[config.mk]
export PLATFORM = sky130hd
export DESIGN_NAME = gravador_jogadas
export DESIGN_NICKNAME = d
export VERILOG_FILES = /design/src/rtl/jogo_pkg.sv /design/src/rtl/sync_ram_16x4.sv /design/src/rtl/gravador_jogadas.sv
export SDC_FILE = /design/constraint.sdc
export NUM_CORES = 1
export LEC_CHECK = 0
export ABC_AREA = 1
export BUFFER_PORTS_ARGS = -buffer_cell sky130_fd_sc_hd__buf_2
export CORE_ASPECT_RATIO = 0.5
export CORE_MARGIN = 4
export CORE_UTILIZATION = 29
export CTS_CLUSTER_SIZE = 20
export DETAILED_ROUTE_END_ITERATION = 10
export MAX_ROUTING_LAYER = met4
export PLACE_DENSITY = 0.43
export SLEW_MARGIN = 20
export SYNTH_ARGS = -nofsm -noshare
export SYNTH_HDL_FRONTEND = slang
export SYNTH_SLANG_ARGS = --single-unit
[constraint.sdc]
create_clock -name clock -period 4.39 [get_ports clock]
set_input_delay 0.6585 -clock clock [delete_from_list [all_inputs] [get_ports clock]]
set_output_delay 0.6585 -clock clock [all_outputs]
set_load 0.01 [all_outputs]
[src/rtl/jogo_pkg.sv]
// jogo_pkg: state codes, RAM geometry and play validity shared by the writer and the checker.
package jogo_pkg;
    localparam int RAM_DEPTH = 16;
    localparam int RAM_WIDTH = 4;
    typedef enum logic [3:0] {
        INICIAL  = 4'h0,
        PREPARA  = 4'h1,
        ESPERA   = 4'h2,
        REGISTRA = 4'h3,
        GRAVA    = 4'h4,
        SOLTA    = 4'h5,
        PROXIMA  = 4'h6,
        FIM      = 4'hA,
        TEMPO    = 4'hD,
        ERRO     = 4'hE
    } estado_t;
    // A play is valid only when exactly one key is pressed.
    function automatic logic um_quente(input logic [RAM_WIDTH-1:0] v);
        return (v != '0) && ((v & (v - RAM_WIDTH'(1))) == '0);
    endfunction
endpackage

[src/rtl/sync_ram_16x4.sv]
// sync_ram_16x4: one write port and a registered read port; reads return old data on a same-address write.
module sync_ram_16x4
    import jogo_pkg::*;
(
    input  logic                 clock,
    input  logic                 reset_n,
    input  logic                 we_i,
    input  logic [3:0]           wr_addr_i,
    input  logic [RAM_WIDTH-1:0] wr_data_i,
    input  logic [3:0]           rd_addr_i,
    output logic [RAM_WIDTH-1:0] rd_data_o
);
    logic [RAM_WIDTH-1:0] mem_q [RAM_DEPTH];
    logic [RAM_WIDTH-1:0] rd_data_q;
    always_ff @(posedge clock)
        if (we_i) mem_q[wr_addr_i] <= wr_data_i;
    always_ff @(posedge clock)
        if (!reset_n) rd_data_q <= '0;
        else          rd_data_q <= mem_q[rd_addr_i];
    assign rd_data_o = rd_data_q;
endmodule

[src/rtl/gravador_jogadas.sv]
// gravador_jogadas: records one-hot key plays into addresses 0..limite of a 16x4 RAM.
module gravador_jogadas
    import jogo_pkg::*;
#(
    parameter int TIMEOUT = 5000
) (
    input  logic       clock,
    input  logic       reset_n,
    input  logic       iniciar,
    input  logic [3:0] chaves,
    input  logic [3:0] limite,
    input  logic [3:0] rd_endereco,
    output logic [3:0] rd_dado,
    output logic       pronto,
    output logic       erro,
    output logic       tempo_esgotado,
    output logic [3:0] db_endereco,
    output logic [3:0] db_jogada,
    output logic [3:0] db_estado
);
    localparam int TW = $clog2(TIMEOUT);
    estado_t       estado_q, estado_d;
    logic [3:0]    end_q, end_d, lim_q, lim_d, jog_q, jog_d;
    logic [TW-1:0] cnt_q, cnt_d;
    always_ff @(posedge clock)
        if (!reset_n) begin
            estado_q <= INICIAL;
            end_q    <= '0;
            lim_q    <= '0;
            jog_q    <= '0;
            cnt_q    <= '0;
        end else begin
            estado_q <= estado_d;
            end_q    <= end_d;
            lim_q    <= lim_d;
            jog_q    <= jog_d;
            cnt_q    <= cnt_d;
        end
    always_comb begin
        estado_d = estado_q;
        end_d    = end_q;
        lim_d    = lim_q;
        jog_d    = jog_q;
        cnt_d    = cnt_q;
        case (estado_q)
            INICIAL, FIM, TEMPO, ERRO: estado_d = iniciar ? PREPARA : estado_q;
            PREPARA: begin
                end_d    = '0;
                cnt_d    = '0;
                lim_d    = limite;
                estado_d = ESPERA;
            end
            // A valid key outranks a timeout expiring on the same cycle.
            ESPERA: begin
                cnt_d    = cnt_q + TW'(1);
                estado_d = (chaves != '0) ? (um_quente(chaves) ? REGISTRA : ERRO)
                         : (cnt_q == TW'(TIMEOUT - 1)) ? TEMPO : ESPERA;
            end
            REGISTRA: begin
                jog_d    = chaves;
                estado_d = GRAVA;
            end
            GRAVA:   estado_d = SOLTA;
            SOLTA:   estado_d = (chaves != '0) ? SOLTA : (end_q == lim_q) ? FIM : PROXIMA;
            PROXIMA: begin
                end_d    = end_q + 4'd1;
                cnt_d    = '0;
                estado_d = ESPERA;
            end
            default: estado_d = INICIAL;
        endcase
    end
    sync_ram_16x4 u_ram (
        .clock     (clock),
        .reset_n   (reset_n),
        .we_i      (estado_q == GRAVA),
        .wr_addr_i (end_q),
        .wr_data_i (jog_q),
        .rd_addr_i (rd_endereco),
        .rd_data_o (rd_dado)
    );
    assign pronto         = (estado_q == FIM);
    assign erro           = (estado_q == ERRO);
    assign tempo_esgotado = (estado_q == TEMPO);
    assign db_endereco    = end_q;
    assign db_jogada      = jog_q;
    assign db_estado      = estado_q;
endmodule

==> summary.txt, run 1 <==
Outcome
  – Status: complete, no violations

Synth
  – Post-Synthesis Cell Area: 0.004305 mm2
  – Synth Net Count: 472
  – Avg Inst Size Synth: between 9 and 10 um2
  – Yosys warnings: 0
  – Register area share after synthesis: 59.98%
  – Synthesized flop and latch total: just under 100
  – Syn Inst Count: 452
  – Netlist cell types: 36

Clock network
  – Clock transition at the registers of the reported paths: around 60 ps
  – CTS tree: yes
  – CTS Buf Count: 9
  – Clock root buffer: clkbuf_16
  – Worst-Skew Late Latency: 340 ps
  – H-Tree Level Count: 3
  – Total clock sinks: 97
  – Setup repair bufs after CTS: 0
  – Hold-fix buffers, CTS: 0
  – Buffer depth of the longest clock path: 2
  – CTS resizes: 0

Layout
  – Antenna diodes: 0
  – Area taken by multi-input logic gates: ~0.0015 mm2
  – Leading cell type in the layout, fill and taps excluded: nor2_1
  – Non-Filler Instances: 688
  – Most frequent cells in the layout: 98 x nor2_1, 64 x edfxtp_1, 58 x nand2_1, 48 x o21ai_0, 40 x inv_1
  – Layout cells sized above 1: 13.67%
  – Synth-to-Final Area Change: 15.29%
  – Post-route cell area: 0.004964 mm2
  – Sequential cell area: 0.002582 mm2
  – # nets final: 505
  – Final core utilization: 34.22%
  – Fillers: 1,527

Flow run
  – Max-Cap Viols: 0

Drt
  – 1st-pass router iterations: 5
  – DRC: 0
  – Drt total wl: between 10 and 15 mm
  – Avg Vias per Cell: roughly 4.6
  – WL/cell: 15.34 um
  – DRT iter0 DRCs: 269
  – Antenna-violating nets left: 0
  – Vias post-DR: 3,170

Power
  – Leakage Power: about 1.9 nW
  – Power per cell area: 465.9 mW/mm2
  – Peak supply drop: 0.1693 mV
  – Power Total: 2.313 mW

Floorplan
  – Die Y: 94.16 um
  – Die area: 0.01698 mm2
  – # IOs: 34
  – Initial Util: 29.68%
  – Die W: between 150 and 200 um
  – Placement row count: 31
  – Core ar.: 0.01451 mm2

Global route
  – GR Util All Layers: 12.98%
  – Remaining Overflow, GRT: 0
  – Number of global-route vias before repair: 3,049
  – Antenna violations before repair: 0
  – First-pass GRT wire length: 16.63 mm
  – Largest net degree at the start of global routing: 34

Hold path
  – Hold WC Path Type: register to register

Timing
  – Skew final: a little over 8 ps
  – Final worst-path cycle share: 46.85%
  – Max Freq: slightly below 0.5 GHz
  – Worst slew margin: 42.89%
  – Fin. Hold Viols: 0
  – Worst setup margin: roughly 2300 ps
  – Worst slew pin tran: 855.7 ps
  – # setup viols final: 0
  – Fin crit period: 2057 ps
  – Sum of negative setup slack: 0 ps
  – Hold_ws: approximately 470 ps
  – Slew Viols, Final: 0
  – Unrepaired setup endpoints after global routing: no

Setup path
  – WS Path Type: register to primary output
  – Critical Path End: db_jogada[3]
  – CP max stage cell: dfxtp_1
  – Reg2Reg Launch Point: db_estado[2]
  – Critical path's largest stage delay: 810 ps
  – Startpoint types: register
  – Critical Path AT: 1400 ps
  – R2R Setup Slk: 2400 ps
  – WP depth: 1
  – Maximum fanout along the worst path: 18
  – CP Buf/Inv Count: 1
  – Worst r2r dst: u_ram.mem_q[11][1]
  – CP delay by family, top: flip-flops
  – Critical Path, Cell by Cell: buf_2
  – Worst path required time: 3730 ps
  – Crit path from: db_jogada[3]
  – Crit. End Element: primary output
  – FF-to-FF path depth: 6

Place
  – Detailed Place HPWL: 7.539 mm
  – Port Buffer Count: 33
  – Place WS: 2049 ps
  – Placed Cells incl. Taps: 672
  – Placed cell area: 0.004672 mm2
  – Gp weighted congestion: 0.8109
registers in the layout, indices dropped and copies added (netlist names):
name             cells
db_jogada            4
db_endereco          4
db_estado            4
cnt_q               13
u_ram.rd_data_o      4
u_ram.mem_q         64
lim_q                4
power breakdown:
group	internal, mW	total [mW]	switching [mW]
sequential	1.04	1.11	0.0648
combinational	0.134	0.426	0.292
clock	0.445	0.780	0.335
worst min path at each step:
stage | startpoint | to | slack, ps | cells after the start
2_1_floorplan | lim_q[0] | lim_q[0] | 440 | 2
3_3_place_gp | lim_q[1] | lim_q[1] | 460 | 2
3_5_place_dp | lim_q[1] | lim_q[1] | 460 | 2
4_1_cts | lim_q[1] | lim_q[1] | 480 | 2
5_1_grt | lim_q[0] | lim_q[0] | 500 | 2
6_report | lim_q[3] | lim_q[3] | 470 | 2
metal layers:
metal  routed length, um  global-route usage, %  vias to the layer above  part of all wire (%)
li1                    -                      -                     1597                     -
met1                5382                  17.64                     1508                    51
met2                4647                  19.76                       59                    44
met3                 440                  3.287                        6                   4.2
met4                  84                  2.830                        0                  0.80
met5                   0                      -                        -                     0
area by class of cell:
class | count | area share (%)
Clock inverter | 4 | 1.109
Sequential cell | 97 | 52.03
Inverter | 45 | 3.605
Clock buffer | 12 | 4.764
Tap cell | 198 | 4.991
Multi-Input combinational cell | 298 | 30.02
Timing Repair Buffer | 34 | 3.479
cell usage after synthesis, drive strengths merged:
master  instances  area (um2)
nor2          104       439.2
edfxtp         64        1922
nand2          61       246.5
o21ai          50       250.2
inv            45       178.9
dfxtp          33       660.6
nand3          26       140.1
a21oi          19       98.85
o211ai         16       120.1
buf             6       30.03
clkbuf          6       23.77
nor3            6       46.30
ha              5       62.56
nand4           3       18.77
a21boi          1       7.510
a31oi           1       6.260
nor3b           1       12.51
o21a            1       7.510
o22ai           1       6.260
o311a           1       10.01
xnor2           1       8.760
xor2            1       8.760
cell families after synthesis:
logic type | after synthesis | synth area share (%)
simple gates | 201 | 20.98
buf+inv | 57 | 5.405
fa+ha+maj | 5 | 1.453
compound gates | 90 | 11.77
xor+xnor | 2 | 0.4069
flops | 97 | 59.98
Note: power is estimated with default switching activity, not from simulation.
==> run 2: changes to the inputs <==
clock period = 2.1 ns   (was 4.39 ns; I/O delays follow)
==> summary.txt, run 2 (synthesized netlist as in run 1, its figures left out) <==
Layout
  – Antenna diodes: 0 (unchanged)
  – Fillers: 1,538 (was 1,527)
  – Area taken by multi-input logic gates: 0.001490 mm2 (unchanged)
  – Sequential cell area: 0.002582 mm2 (unchanged)
  – Synth-to-Final Area Change: 16.51% (was 15.29%)
  – Largest register FFs: 64 (unchanged)
  – Most frequent cells in the layout: 98 x nor2_1, 64 x edfxtp_1, 58 x nand2_1, 48 x o21ai_0, 40 x inv_1 (unchanged)
  – Leading cell type in the layout, fill and taps excluded: nor2_1 (unchanged)
  – Layout cells sized above 1: 15.43% (was 13.67%)
  – # nets final: 514 (was 505)
  – Biggest register: u_ram.mem_q (unchanged)
  – Largest registers: u_ram.mem_q (64), cnt_q (13) (unchanged)

Clock network
  – CTS tree: yes (unchanged)
  – Clock transition at the registers of the reported paths: 60 ps (about the same)
  – Worst-Skew Late Latency: 330 ps (was 340 ps)
  – CTS Buf Count: 9 (unchanged)
  – Clock root buffer: clkbuf_16 (unchanged)
  – Setup repair bufs after CTS: 0 (unchanged)
  – Hold-fix buffers, CTS: 0 (unchanged)
  – H-Tree Level Count: 3 (unchanged)
  – CTS resizes: 0 (unchanged)
  – Buffer depth of the longest clock path: 2 (unchanged)
  – Total clock sinks: 97 (unchanged)

Hold path
  – Hold WC Path Type: input port to register (was register to register)

Setup path
  – Crit. End Element: register (was primary output)
  – Startpoint types: register (unchanged)
  – FF-to-FF path depth: 7 (was 6)
  – Critical path's largest stage delay: 360 ps (was 810 ps)
  – Critical Path, Cell by Cell: inv_1, nand2_1, inv_1, nand3_1, inv_1, nand2_1, nor2_1 (was buf_2)
  – Maximum fanout along the worst path: 5 (was 18)
  – CP Buf/Inv Count: 3 (was 1)
  – CP delay by family, top: simple AND/OR/NAND/NOR gates (was flip-flops)
  – WS Path Type: register to register (was register to primary output)
  – CP dominant cell by count: inv_1
  – Critical Path End: u_ram.mem_q[3][0] (was db_jogada[3])
  – Critical Path AT: 1750 ps (was 1400 ps)
  – Worst r2r dst: u_ram.mem_q[3][0] (was u_ram.mem_q[11][1])
  – WP depth: 7 (was 1)
  – CP max stage cell: dfxtp_1 (unchanged)
  – R2R Setup Slk: 350 ps (was 2400 ps)
  – Worst path required time: 2110 ps (was 3730 ps)
  – Crit path from: db_estado[3] (was db_jogada[3])
  – Reg2Reg Launch Point: db_estado[3] (was db_estado[2])

Floorplan
  – Initial Util: 29.68% (unchanged)
  – Die Y: 94.16 um (unchanged)
  – Core ar.: 0.01451 mm2 (unchanged)
  – Die area: 0.01698 mm2 (unchanged)
  – Placement row count: 31 (unchanged)
  – # IOs: 34 (unchanged)
  – Die W: 180.3 um (unchanged)

Global route
  – GR Util All Layers: 12.75% (was 12.98%)
  – Antenna violations before repair: 0 (unchanged)
  – Largest net degree at the start of global routing: 33 (was 34)
  – First-pass GRT wire length: 16.17 mm (was 16.63 mm)
  – Remaining Overflow, GRT: 0 (unchanged)
  – Number of global-route vias before repair: 2,934 (was 3,049)

Power
  – Leakage Power: 1.893 nW (was 1.854 nW)
  – Peak supply drop: 0.3475 mV (was 0.1693 mV)
  – Power per cell area: 937.7 mW/mm2 (was 465.9 mW/mm2)

Drt
  – Avg Vias per Cell: 4.402 (was 4.608)
  – WL/cell: 14.87 um (was 15.34 um)
  – Vias post-DR: 3,068 (was 3,170)
  – Antenna-violating nets left: 0 (unchanged)
  – DRT iter0 DRCs: 236 (was 269)
  – 1st-pass router iterations: 4 (was 5)
  – Drt total wl: 10.36 mm (was 10.55 mm)
  – DRC: 0 (unchanged)

Timing
  – # setup viols final: 0 (unchanged)
  – Slew Viols, Final: 0 (unchanged)
  – Hold_ws: 202.7 ps (was 473.5 ps)
  – Final worst-path cycle share: ~83%
  – Fin. Hold Viols: 0 (unchanged)
  – Worst slew pin tran: 532.4 ps (was 855.7 ps)
  – Worst slew margin: 64.47% (was 42.89%)
  – Skew final: 6.151 ps (was 8.076 ps)
  – Unrepaired setup endpoints after global routing: no (unchanged)
  – Sum of negative setup slack: 0 ps (unchanged)
  – Max Freq: 0.5730 GHz
  – Fin crit period: 1745 ps

Flow run
  – Max-Cap Viols: 0 (unchanged)

Place
  – Port Buffer Count: 33 (unchanged)
  – Gp weighted congestion: 0.7818 (was 0.8109)
  – Detailed Place HPWL: 7.609 mm (was 7.539 mm)

Outcome
  – Status: complete, no violations (unchanged)
[run 2: worst min-delay path by stage]
stage,start,endpoint,depth (start not counted)
after CTS,limite[2],lim_q[2],3
after global routing,chaves[0],db_jogada[0],3
final,limite[2],lim_q[2],3
after global placement,lim_q[3],lim_q[3],2
after detailed placement,lim_q[3],lim_q[3],2
after floorplan,chaves[0],db_jogada[0],2
[run 2: metal layers]
metal	global-route usage (%)	share of wire [%]	wire length, um
met1	17.00	50	5203
met2	19.94	45	4640
met3	3.210	4.6	480
met4	2.642	0.37	38
met5	-	0	0
[run 2: worst min-delay path: cells and delay by family]
family,cells,cell delay (ps)
and+or+nand+nor,2,110
buffers and inverters,1,80
[run 2: layout make-up]
cell class                      count  area share, %
Clock buffer                       10          4.565
Inverter                           45          3.567
Sequential cell                    97          51.48
Clock inverter                      6         0.6984
Tap cell                          198          4.939
Timing Repair Buffer               43          5.039
Multi-Input combinational cell    298          29.71
[run 2: power breakdown]
group          leakage [nW]  switching [mW]  internal [mW]
Clock                 0.126           0.654          0.793
Combinational         0.901           0.675          0.309
Sequential            0.866          0.0958           2.18
[run 2: metrics by stage]
stage	setup WS, ps	instances	total power [mW]	util [%]	instance area [um2]
2_1_floorplan	594.7	452	2.969	-	4305
3_3_place_gp	381.4	681	3.313	32.76	4752
3_5_place_dp	350.9	681	3.311	32.76	4752
4_1_cts	326.4	697	4.780	34.58	5016
5_1_grt	195.8	697	4.983	34.58	5016
6_report	354.9	697	4.704	34.58	5016
==> run 3: changes to the inputs <==
PLACE_DENSITY = 0.45   (was 0.43)
clock period = 1.5 ns   (was 2.1 ns; I/O delays follow)
==> summary.txt, run 3 (synthesized netlist as in run 1, its figures left out) <==
Outcome
  – Status: complete, no violations (unchanged)

Flow run
  – Max-Cap Viols: 0 (unchanged)

Layout
  – # nets final: 548 (was 514)
  – Final core utilization: 37.19% (was 34.58%)
  – Synth-to-Final Area Change: 25.31% (was 16.51%)
  – Most frequent cells in the layout: 91 x nor2_1, 64 x edfxtp_1, 53 x nand2_1, 46 x o21ai_0, 40 x buf_4 (was 98 x nor2_1, 64 x edfxtp_1, 58 x nand2_1, 48 x o21ai_0, 40 x inv_1)
  – Non-Filler Instances: 731 (was 697)
  – Largest register FFs: 64 (unchanged)
  – Antenna diodes: 0 (unchanged)
  – Layout cells sized above 1: 24.58% (was 15.43%)
  – Biggest register: u_ram.mem_q (unchanged)
  – Leading cell type in the layout, fill and taps excluded: nor2_1 (unchanged)
  – Largest registers: u_ram.mem_q (64), cnt_q (13) (unchanged)
  – Post-route cell area: 0.005395 mm2 (was 0.005016 mm2)

Drt
  – Avg Vias per Cell: 4.497 (was 4.402)
  – Antenna-violating nets left: 0 (unchanged)
  – DRC: 0 (unchanged)
  – Vias post-DR: 3,287 (was 3,068)
  – 1st-pass router iterations: 4 (unchanged)
  – WL/cell: 14.78 um (was 14.87 um)
  – Drt total wl: 10.80 mm (was 10.36 mm)
  – DRT iter0 DRCs: 153 (was 236)

Place
  – Gp weighted congestion: 0.7803 (was 0.7818)
  – Placed Cells incl. Taps: 710 (was 681)
  – Detailed Place HPWL: 7.809 mm (was 7.609 mm)
  – Port Buffer Count: 33 (unchanged)
  – Placed cell area: 0.004984 mm2 (was 0.004752 mm2)

Setup path
  – Worst path required time: 1270 ps (was 2110 ps)
  – Maximum fanout along the worst path: 4 (was 5)
  – Crit. End Element: primary output (was register)
  – CP max stage cell: dfxtp_4 (was dfxtp_1)
  – Critical Path AT: 1250 ps (was 1750 ps)
  – R2R Setup Slk: 50 ps (was 350 ps)
  – Critical Path, Cell by Cell: buf_4, nor2_4, nand2_1, nor2_1, buf_2 (was inv_1, nand2_1, inv_1, nand3_1, inv_1, nand2_1, nor2_1)
  – Startpoint types: register (unchanged)
  – WS Path Type: register to primary output (was register to register)
  – Critical path's largest stage delay: 350 ps (was 360 ps)
  – FF-to-FF path depth: 10 (was 7)

Global route
  – Largest net degree at the start of global routing: 33 (unchanged)
  – Remaining Overflow, GRT: 0 (unchanged)
  – Antenna violations before repair: 0 (unchanged)
  – First-pass GRT wire length: 17.11 mm (was 16.17 mm)
  – Number of global-route vias before repair: 3,209 (was 2,934)
  – GR Util All Layers: 13.32% (was 12.75%)

Power
  – Leakage Power: 2.103 nW (was 1.893 nW)
  – Net Sw Frac: 30.92% (was 30.29%)
  – Comb power frac: 25.3% (was 20.9%)
  – Internal Dissipation: 4.837 mW (was 3.279 mW)
  – Psw: 2.165 mW (was 1.425 mW)
  – Peak supply drop: 0.5744 mV (was 0.3475 mV)
  – Power per cell area: 1298 mW/mm2 (was 937.7 mW/mm2)
  – Share of power burned in registers: 45.0% (was 48.3%)
  – Clock share of power: 29.7% (was 30.8%)

Timing
  – Fin crit period: between 1000 and 1500 ps
  – Skew final: 6.050 ps (was 6.151 ps)
  – Fin. Hold Viols: 0 (unchanged)
  – Max Freq: 0.6760 GHz
  – Unrepaired setup endpoints after global routing: yes (was no)
  – # setup viols final: 0 (unchanged)
  – Final worst-path cycle share: 98.62%
  – Worst slew pin tran: 459.3 ps (was 532.4 ps)
  – Slew Viols, Final: 0 (unchanged)
  – Worst slew margin: 69.34% (was 64.47%)

Clock network
  – CTS Buf Count: 9 (unchanged)
  – H-Tree Level Count: 3 (unchanged)
  – CTS tree: yes (unchanged)
  – Clock root buffer: clkbuf_16 (unchanged)
  – Hold-fix buffers, CTS: 0 (unchanged)
  – Total clock sinks: 97 (unchanged)
  – Clock transition at the registers of the reported paths: 70 ps (was 60 ps)
  – Worst-Skew Late Latency: 340 ps (was 330 ps)
  – Buffer depth of the longest clock path: 2 (unchanged)

Floorplan
  – Initial Util: 29.68% (unchanged)
  – Placement row count: 31 (unchanged)
  – Die W: 180.3 um (unchanged)
  – Die area: 0.01698 mm2 (unchanged)
  – Core ar.: 0.01451 mm2 (unchanged)
  – Die Y: 94.16 um (unchanged)
  – # IOs: 34 (unchanged)

Hold path
  – Hold Path Cell Cnt: 3 (unchanged)
  – Hold WC Path Type: input port to register (unchanged)
[run 3: cell types whose count changed in the layout (fill, tap and decap cells not counted), moves of 2 or more]
cell,change
clkinvlp_4,+2
nand3_1,-2
o21ai_0,-2
dfxtp_2,+2
buf_4,+31
nand2_8,+2
buf_6,+2
nand2_2,+4
dfxtp_1,-3
inv_6,+2
nand2_1,-5
nor2_2,+7
nor2_1,-7
[run 3: area by class of cell]
cell class                      count  area (um2)
Tap cell                          198       247.7
Inverter                           45       188.9
Fill cell                        1508        9111
Multi-Input combinational cell    298        1578
Sequential cell                    97        2589
Clock buffer                       10       229.0
Timing Repair Buffer               77       528.0
Clock inverter                      6       35.03
[run 3: stage by stage]
step	setup slack (ps)	power (mW)	hold WS, ps	TNS [ps]
2_1_floorplan	74.31	4.159	352.0	0
3_3_place_gp	-42.36	4.773	458.4	-494.4
3_5_place_dp	-54.45	4.760	459.1	-667.6
4_1_cts	-58.92	6.868	119.1	-1157
5_1_grt	-59.59	7.377	134.4	-240.7
6_report	20.70	7.002	129.1	0
[run 3: what timing repair did]
| item | in CTS | in global routing |
|---|---|---|
| setup buffers | 1 | 4 |
| cloned | 0 | 0 |
| pin swaps | 0 | 4 |
| setup endpoints to repair | 53 | 75 |
| endpoints found under the hold margin | 0 | 0 |
| gates resized for setup | 2 | 32 |
[run 3: worst paths after layout]
path                                   start           end
worst min-delay path               chaves[1]  db_jogada[1]
worst max register to register  db_estado[2]     cnt_q[11]
worst max-delay path            db_estado[0]        pronto
worst min register to register      lim_q[3]      lim_q[3]
[run 3: per-layer routing]
metal / track usage (%) / routed length, um / up-vias / share of wire (%)
met2: 20.47 / 4740 / 58 / 44
met5: - / 0 / - / 0
li1: - / - / 1686 / -
met1: 18.17 / 5560 / 1534 / 51
met4: 3.019 / 114 / 0 / 1.1
met3: 2.978 / 386 / 9 / 3.6
[run 3: worst max-delay path, delay by kind of cell, from the launching register on]
family,cells,cell delay (ps)
buffers and inverters,2,270
flip-flops,1,350
AND/OR/NAND/NOR,3,290
[run 3: power groups by stage]
stage	clock network, mW	registers, mW	logic [mW]
global route	2.24	3.17	1.97
finish	2.08	3.15	1.77
floorplan	0	3.28	0.884
detailed placement	0	3.20	1.56
global placement	0	3.20	1.58
CTS	2.14	3.15	1.58
